`config.mk`:
```
export PLATFORM = sky130hd
export DESIGN_NAME = csi_pckthandler_mp
export DESIGN_NICKNAME = d
export VERILOG_FILES = /design/src/rtl/csi_pkg.sv /design/src/rtl/csi_ecc_check.sv /design/src/rtl/csi_pckthandler_mp.sv
export SDC_FILE = /design/constraint.sdc
export NUM_CORES = 1
export LEC_CHECK = 0
export CAP_MARGIN = 20
export CELL_PAD_IN_SITES_DETAIL_PLACEMENT = 1
export CELL_PAD_IN_SITES_GLOBAL_PLACEMENT = 1
export CORE_MARGIN = 1.5
export CORE_UTILIZATION = 54
export CTS_CLUSTER_DIAMETER = 100
export DETAILED_ROUTE_END_ITERATION = 16
export DONT_BUFFER_PORTS = 1
export PLACE_DENSITY_LB_ADDON = 0.1
export SYNTH_ARGS = -nofsm -noshare
export SYNTH_HDL_FRONTEND = slang
export SYNTH_SLANG_ARGS = --single-unit
```
`constraint.sdc`:
```
create_clock -name clk -period 7.6 [get_ports clk]
set_input_delay 0.38 -clock clk [delete_from_list [all_inputs] [get_ports clk]]
set_output_delay 0.38 -clock clk [all_outputs]
set_load 0.005 [all_outputs]
```
`src/rtl/csi_pkg.sv`:
```
// Shared types and helpers for the CSI-2 packet handler: data-type codes,
// FSM states, the decoded header layout and the 6-bit header ECC generator.
package csi_pkg;

    localparam logic [5:0] DT_FS        = 6'h00;
    localparam logic [5:0] DT_FE        = 6'h01;
    localparam logic [5:0] DT_LS        = 6'h02;
    localparam logic [5:0] DT_LE        = 6'h03;
    localparam logic [5:0] DT_SHORT_MAX = 6'h0F;

    typedef enum logic [2:0] {
        IDLE    = 3'd0,
        HDR     = 3'd1,
        PAYLOAD = 3'd2,
        SKIP    = 3'd3,
        DRAIN   = 3'd4
    } csi_state_e;

    typedef struct packed {
        logic [1:0]  vc;
        logic [5:0]  dt;
        logic [15:0] wc;
        logic [7:0]  ecc;
    } csi_hdr_t;

    // d[7:0] is the DI byte, d[23:8] the word count; parity bits 6 and 7 are always zero.
    function automatic logic [5:0] ecc_calc(input logic [23:0] d);
        logic [5:0] p;
        p[0] = d[0]^d[1]^d[2]^d[4]^d[5]^d[7]^d[10]^d[11]^d[13]^d[16]^d[20]^d[21]^d[22]^d[23];
        p[1] = d[0]^d[1]^d[3]^d[4]^d[6]^d[8]^d[10]^d[12]^d[14]^d[17]^d[20]^d[21]^d[22]^d[23];
        p[2] = d[0]^d[2]^d[3]^d[5]^d[6]^d[9]^d[11]^d[12]^d[15]^d[18]^d[20]^d[21]^d[22];
        p[3] = d[1]^d[2]^d[3]^d[7]^d[8]^d[9]^d[13]^d[14]^d[15]^d[19]^d[20]^d[21]^d[23];
        p[4] = d[4]^d[5]^d[6]^d[7]^d[8]^d[9]^d[16]^d[17]^d[18]^d[19]^d[20]^d[22]^d[23];
        p[5] = d[10]^d[11]^d[12]^d[13]^d[14]^d[15]^d[16]^d[17]^d[18]^d[19]^d[21]^d[22]^d[23];
        return p;
    endfunction

endpackage

```
`src/rtl/csi_ecc_check.sv`:
```
// Combinational header ECC comparison; flags whether the received ECC matches
// the ECC regenerated from the 24 header bits. Detection only, no correction.
module csi_ecc_check
    import csi_pkg::*;
(
    input  logic [23:0] hdr_data,
    input  logic [5:0]  ecc_rx,
    output logic        ecc_ok
);

    assign ecc_ok = (ecc_calc(hdr_data) == ecc_rx);

endmodule

```
`src/rtl/csi_pckthandler_mp.sv`:
```
// CSI-2 packet handler: decodes and checks headers from an aligned byte stream,
// forwards pixel payload with byte-keep and tracks frame/error status.
module csi_pckthandler_mp
    import csi_pkg::*;
#(
    parameter int unsigned BYTES_PER_BEAT = 32'd2,
    parameter logic [3:0]  VC_EN          = 4'b0001,
    parameter logic [5:0]  PIXEL_DT       = 6'h2B,
    parameter logic [15:0] WC_MAX         = 16'd8192
) (
    input  logic                          clk,
    input  logic                          reset,
    input  logic [8*BYTES_PER_BEAT-1:0]   din,
    input  logic                          din_valid,
    output logic [8*BYTES_PER_BEAT-1:0]   dout,
    output logic [BYTES_PER_BEAT-1:0]     dout_keep,
    output logic                          dout_valid,
    output logic [1:0]                    dout_vc,
    output logic                          fr_active,
    output logic                          fr_valid,
    output logic                          hdr_err,
    output logic                          len_err,
    output logic [7:0]                    err_cnt
);

    localparam int unsigned DW    = 8 * BYTES_PER_BEAT;
    localparam logic [15:0] BPB_W = 16'(BYTES_PER_BEAT);

    csi_state_e            state_q, state_d;
    logic [15:0]           hdr_lo_q, hdr_lo_d;
    logic [15:0]           rem_q, rem_d;
    logic [1:0]            vc_q, vc_d;
    logic [DW-1:0]         dout_q, dout_d;
    logic [BYTES_PER_BEAT-1:0] keep_q, keep_d;
    logic                  dout_valid_q, dout_valid_d;
    logic [1:0]            dout_vc_q, dout_vc_d;
    logic                  fr_active_q, fr_active_d;
    logic                  fr_valid_q, fr_valid_d;
    logic                  hdr_err_q, hdr_err_d;
    logic                  len_err_q, len_err_d;
    logic [7:0]            err_cnt_q, err_cnt_d;

    logic [31:0]           din_ext_s;
    logic [31:0]           hdr_word_s;
    csi_hdr_t              hdr_s;
    logic                  ecc_ok_s;
    logic                  hdr_bad_s;
    logic                  hdr_done_s;
    logic                  ecc_spare_unused_s;
    logic [DW-1:0]         beat_data_s;
    logic [BYTES_PER_BEAT-1:0] beat_keep_s;

    // With two bytes per beat the header spans two beats; the first half is held in hdr_lo_q.
    assign din_ext_s  = 32'(din);
    assign hdr_word_s = (BYTES_PER_BEAT == 32'd4) ? din_ext_s : {din_ext_s[15:0], hdr_lo_q};
    assign hdr_s      = '{vc: hdr_word_s[7:6], dt: hdr_word_s[5:0],
                          wc: hdr_word_s[23:8], ecc: hdr_word_s[31:24]};
    assign ecc_spare_unused_s = ^hdr_s.ecc[7:6];
    assign hdr_bad_s  = !ecc_ok_s || (hdr_s.wc > WC_MAX);

    csi_ecc_check u_ecc (
        .hdr_data (hdr_word_s[23:0]),
        .ecc_rx   (hdr_s.ecc[5:0]),
        .ecc_ok   (ecc_ok_s)
    );

    // Payload lanes beyond the remaining byte count are masked and zeroed.
    always_comb begin
        beat_data_s = '0;
        beat_keep_s = '0;
        for (int i = 0; i < int'(BYTES_PER_BEAT); i++) begin
            if (rem_q > 16'(i)) begin
                beat_keep_s[i]      = 1'b1;
                beat_data_s[8*i +: 8] = din[8*i +: 8];
            end else begin
                beat_keep_s[i]      = 1'b0;
                beat_data_s[8*i +: 8] = 8'h00;
            end
        end
    end

    // Packet FSM next state and next values of every registered output.
    always_comb begin
        state_d      = state_q;
        hdr_lo_d     = hdr_lo_q;
        rem_d        = rem_q;
        vc_d         = vc_q;
        dout_d       = '0;
        keep_d       = '0;
        dout_valid_d = 1'b0;
        dout_vc_d    = dout_vc_q;
        fr_active_d  = fr_active_q;
        fr_valid_d   = 1'b0;
        hdr_err_d    = 1'b0;
        len_err_d    = 1'b0;
        hdr_done_s   = 1'b0;
        case (state_q)
            IDLE: begin
                if (!din_valid) begin
                    state_d = IDLE;
                end else if (BYTES_PER_BEAT == 32'd4) begin
                    hdr_done_s = 1'b1;
                end else begin
                    hdr_lo_d = din_ext_s[15:0];
                    state_d  = HDR;
                end
            end
            HDR: begin
                if (din_valid) begin
                    hdr_done_s = 1'b1;
                end else begin
                    len_err_d = 1'b1;
                    state_d   = IDLE;
                end
            end
            PAYLOAD, SKIP: begin
                if (!din_valid) begin
                    len_err_d = 1'b1;
                    state_d   = IDLE;
                end else begin
                    if (state_q == PAYLOAD) begin
                        dout_d       = beat_data_s;
                        keep_d       = beat_keep_s;
                        dout_valid_d = 1'b1;
                        fr_valid_d   = 1'b1;
                        dout_vc_d    = vc_q;
                    end else begin
                        dout_valid_d = 1'b0;
                    end
                    rem_d   = (rem_q > BPB_W) ? (rem_q - BPB_W) : 16'd0;
                    state_d = (rem_q > BPB_W) ? state_q : DRAIN;
                end
            end
            DRAIN: begin
                if (!din_valid) begin
                    state_d = IDLE;
                end else begin
                    state_d = DRAIN;
                end
            end
            default: state_d = IDLE;
        endcase

        if (hdr_done_s) begin
            if (hdr_bad_s) begin
                hdr_err_d = 1'b1;
                state_d   = DRAIN;
            end else if (hdr_s.dt <= DT_SHORT_MAX) begin
                if (VC_EN[hdr_s.vc]) begin
                    case (hdr_s.dt)
                        DT_FS:        fr_active_d = 1'b1;
                        DT_FE:        fr_active_d = 1'b0;
                        DT_LS, DT_LE: fr_active_d = fr_active_q;
                        default:      fr_active_d = fr_active_q;
                    endcase
                end else begin
                    fr_active_d = fr_active_q;
                end
                state_d = DRAIN;
            end else if (hdr_s.wc == 16'd0) begin
                state_d = DRAIN;
            end else begin
                rem_d   = hdr_s.wc;
                vc_d    = hdr_s.vc;
                state_d = (VC_EN[hdr_s.vc] && (hdr_s.dt == PIXEL_DT)) ? PAYLOAD : SKIP;
            end
        end else begin
            hdr_err_d = 1'b0;
        end

        if ((hdr_err_d || len_err_d) && (err_cnt_q != 8'hFF)) begin
            err_cnt_d = err_cnt_q + 8'd1;
        end else begin
            err_cnt_d = err_cnt_q;
        end
    end

    // State and output registers with asynchronous clear.
    always_ff @(posedge clk or negedge reset) begin
        if (!reset) begin
            state_q      <= IDLE;
            hdr_lo_q     <= 16'h0000;
            rem_q        <= 16'h0000;
            vc_q         <= 2'b00;
            dout_q       <= '0;
            keep_q       <= '0;
            dout_valid_q <= 1'b0;
            dout_vc_q    <= 2'b00;
            fr_active_q  <= 1'b0;
            fr_valid_q   <= 1'b0;
            hdr_err_q    <= 1'b0;
            len_err_q    <= 1'b0;
            err_cnt_q    <= 8'h00;
        end else begin
            state_q      <= state_d;
            hdr_lo_q     <= hdr_lo_d;
            rem_q        <= rem_d;
            vc_q         <= vc_d;
            dout_q       <= dout_d;
            keep_q       <= keep_d;
            dout_valid_q <= dout_valid_d;
            dout_vc_q    <= dout_vc_d;
            fr_active_q  <= fr_active_d;
            fr_valid_q   <= fr_valid_d;
            hdr_err_q    <= hdr_err_d;
            len_err_q    <= len_err_d;
            err_cnt_q    <= err_cnt_d;
        end
    end

    assign dout       = dout_q;
    assign dout_keep  = keep_q;
    assign dout_valid = dout_valid_q;
    assign dout_vc    = dout_vc_q;
    assign fr_active  = fr_active_q;
    assign fr_valid   = fr_valid_q;
    assign hdr_err    = hdr_err_q;
    assign len_err    = len_err_q;
    assign err_cnt    = err_cnt_q;

endmodule
```
==> results.md <==
- Status: finished, final reports clean
- Internal power: 0.844 mW
- Worst skew pair latency: 360 ps
- Sequential share of the synthesized area: 46.7%
- Max-cap viol count: 0
- WL/cell: 21.1 µm
- Worst clock skew: 21.9 ps
- Synth cell types: 46
- Period minus WS final: 3360 ps
- Psw: 0.501 mW
- Max-slew violations: 0
- Sink Count: 69
- Pin count of the biggest net entering global routing: 70
- P per Cell Area: 337 nW/µm²
- Worst-Margin Slew: 697 ps
- Maximum operating frequency: 0.297 GHz
- Period utilization: 44.2%
- Number of synthesized register bits: 69
- Resize count post-CTS: 0
- Combinational group share of total power: 39.5%
- Post-DP HPWL: 6.09 mm
- TritonCTS Buffers: 9
- Core Rows: 29
- Clock Tree Buf Depth: 2
- Post-CTS setup buffer count: 0
- Static leakage: 1.85 nW
- Mapped cell area: 3690 µm²
- Starting Density: 56.9%
- Max IR drop VDD: 0.000192 V
- Synth top area share: 46.7%
- Worst EP arrival: 3600 ps
- Initial antenna violation count: 0
- Placed cell count: 395
- Critical Path Start Type: register
- Crit path buf inv count: 1
- DR vias: 2467
- Final setup vio count: 0
- Cell Count, Final, Fillers Out: 414
- RSZ-0062 raised after global routing: no
- CP max stage delay: 520 ps
- Ys Warns: 0
- Crit path cell chain: inv_1 -> ha_1 -> xor2_1 -> xnor2_1 -> xnor3_1 -> or2_1 -> a2111oi_4 -> nand3_2 -> mux2_4
- IO buf count: 0
- Syn-to-layout area delta: 8.10%
- Die area: 7350 µm²
- Clock slew at reported path FFs: 80 ps
- Mapped Nets: 354
- Clk network pwr share: 22.7%
- ANT cells: 0
- First-pass DRT Iterations: 4
- Delay-heaviest family, CP: XOR/XNOR gates
- Fraction of layout cells with a size suffix above 1: 15.7%
- Crit path max-delay cell type: nand3_2
- Initial DRC Count: 121
- Slew margin rel.: 53.1%
- First-pass GRT wire length: 14.7 mm
- Post-synth ARST share: 100%
- CTS root buf: clkbuf_8
- GRT Total Usage: 27.1%
- Vias in the first global route: 2772
- CP max FO: 23
- Core box area: 6490 µm²
- Reg power frac: 37.8%
- GR Overflow Total: 0
- WP data required: 7840 ps
- Post-synth EDFFs: 0
- Final Hold Viols: 0
- Fin util: 61.5%
- Vias per std cell: 5.96
- Nets: 360
- Remaining DRCs: 0
- Ports: 52
- Avg Inst Size Synth: 11.3 µm²
- CTS tree: built
- Worst Hold Class: in -> reg
- Net Sw Frac: 37.2%
- Synth Instances: 326
- Placer Congestion: 0.783
- R2R setup slack: 4240 ps
- Post-DRT Antenna Nets: 0
- Crit path kind: reg -> reg
- Post-route cell area: 3990 µm²
- Synth area leader: dfrtp_1
- Kind of end point of the critical path: register
- Largest cells by area after synthesis: dfrtp_1 47%, xnor2_1 8.5%, xnor3_1 5.5%
- H-tree levels: 3
- Post-DP Area: 3750 µm²
- Final setup TNS: 0 ps
- Synth Flop Type: dfrtp_1
- Die W: 85.7 µm
- Post-Route WL: 8.75 mm
- Die height: 85.7 µm
==> power groups by stage <==
stage	sequential, mW	clock [mW]	combinational [mW]
after global routing	0.518	0.324	0.588
after floorplan	0.487	0	0.433
after CTS	0.508	0.310	0.534
after detailed placement	0.514	0	0.516
after global placement	0.511	0	0.496
final	0.508	0.305	0.532
==> what timing repair did <==
item / in CTS / in global routing
endpoints found under the hold margin: 69 / 0
setup endpoints to repair: 0 / 0
hold buffers: 2 / 0
==> placed cells by master (no fill, tap or decap), types with 2 or more instances in the layout <==
| master | count |
|---|---|
| inv_1 | 14 |
| or3_1 | 7 |
| clkinvlp_4 | 2 |
| clkinv_2 | 2 |
| nand2_1 | 16 |
| and2_1 | 15 |
| a31oi_1 | 4 |
| o21a_1 | 2 |
| mux2_2 | 16 |
| o21ai_0 | 12 |
| mux2_4 | 8 |
| dfrtp_1 | 69 |
| nand3_1 | 9 |
| xnor3_1 | 9 |
| nor4_1 | 10 |
| xor2_1 | 13 |
| or2_2 | 2 |
| a21oi_1 | 7 |
| o21ai_1 | 2 |
| inv_6 | 2 |
| xnor2_1 | 36 |
| ha_1 | 9 |
| clkbuf_8 | 9 |
| nor3_1 | 9 |
| nor2_1 | 26 |
==> cells by family after synthesis <==
kind of cell / synth area share [%]
adder cells (fa/ha/maj): 3.05
multiplexers: 8.13
XOR/XNOR: 17.1
buffers and inverters: 2.74
AO/OA/AOI/OAI: 6.78
flip-flops: 46.7
AND/OR/NAND/NOR: 15.4
==> metrics by stage <==
step / hold WS [ps] / setup slack [ps] / total power [mW]
2_1_floorplan: 84.4 / 4760 / 0.919
3_3_place_gp: 85.7 / 4360 / 1.01
3_5_place_dp: 85.8 / 4270 / 1.03
4_1_cts: 121 / 4240 / 1.35
5_1_grt: 131 / 4010 / 1.43
6_report: 140 / 4240 / 1.34
==> synthesized netlist by cell type (all sizes together), types with 2 or more instances <==
cell     count
nor2        27
xor2        13
clkbuf       4
o21a         2
xnor2       36
a2111oi      3
or4          2
o21ai       14
dfrtp       69
nand3       10
a21oi        7
nor4        10
or3          7
mux2        24
nor3        10
a31oi        4
xnor3        9
or2          3
inv         14
nand2       16
and2        15
ha           9
buf          5
==> area by class of cell <==
| cell class | count | area [µm²] |
|---|---|---|
| Clock buffer | 9 | 124 |
| Fill cell | 687 | 2500 |
| Timing Repair Buffer | 4 | 50.0 |
| Tap cell | 77 | 96.3 |
| Clock inverter | 7 | 72.6 |
| Multi-Input combinational cell | 234 | 1870 |
| Inverter | 14 | 52.6 |
| Sequential cell | 69 | 1730 |
==> path summary, 6_finish.rpt <==
path                              start          end  cells after the start
min in group asynchronous         reset      dout[1]                      2
setup reg to reg           hdr_lo_q[11]    rem_q[10]                      9
hold reg to reg                 vc_q[0]   dout_vc[0]                      1
setup / recovery           hdr_lo_q[11]    rem_q[10]                      9
max in group asynchronous         reset     dout[12]                      2
hold / removal                   din[0]  hdr_lo_q[0]                      2
==> per-layer routing <==
layer / global-route usage (%) / vias up / routed length (µm)
met5: 0 / - / 0
met3: 5.87 / 13 / 366
met4: 10.9 / 0 / 193
met1: 34.8 / 1260 / 3760
li1: - / 1132 / -
met2: 45.0 / 62 / 4430
==> flip-flops by register name, indices dropped and copies added, names as in the netlist <==
signal,flops
fr_valid,1
hdr_err,1
hdr_lo_q,16
state_q,3
fr_active,1
dout_vc,2
len_err,1
dout,16
dout_keep,2
err_cnt,8
vc_q,2
rem_q,16
(Power assumes the default switching activity.)
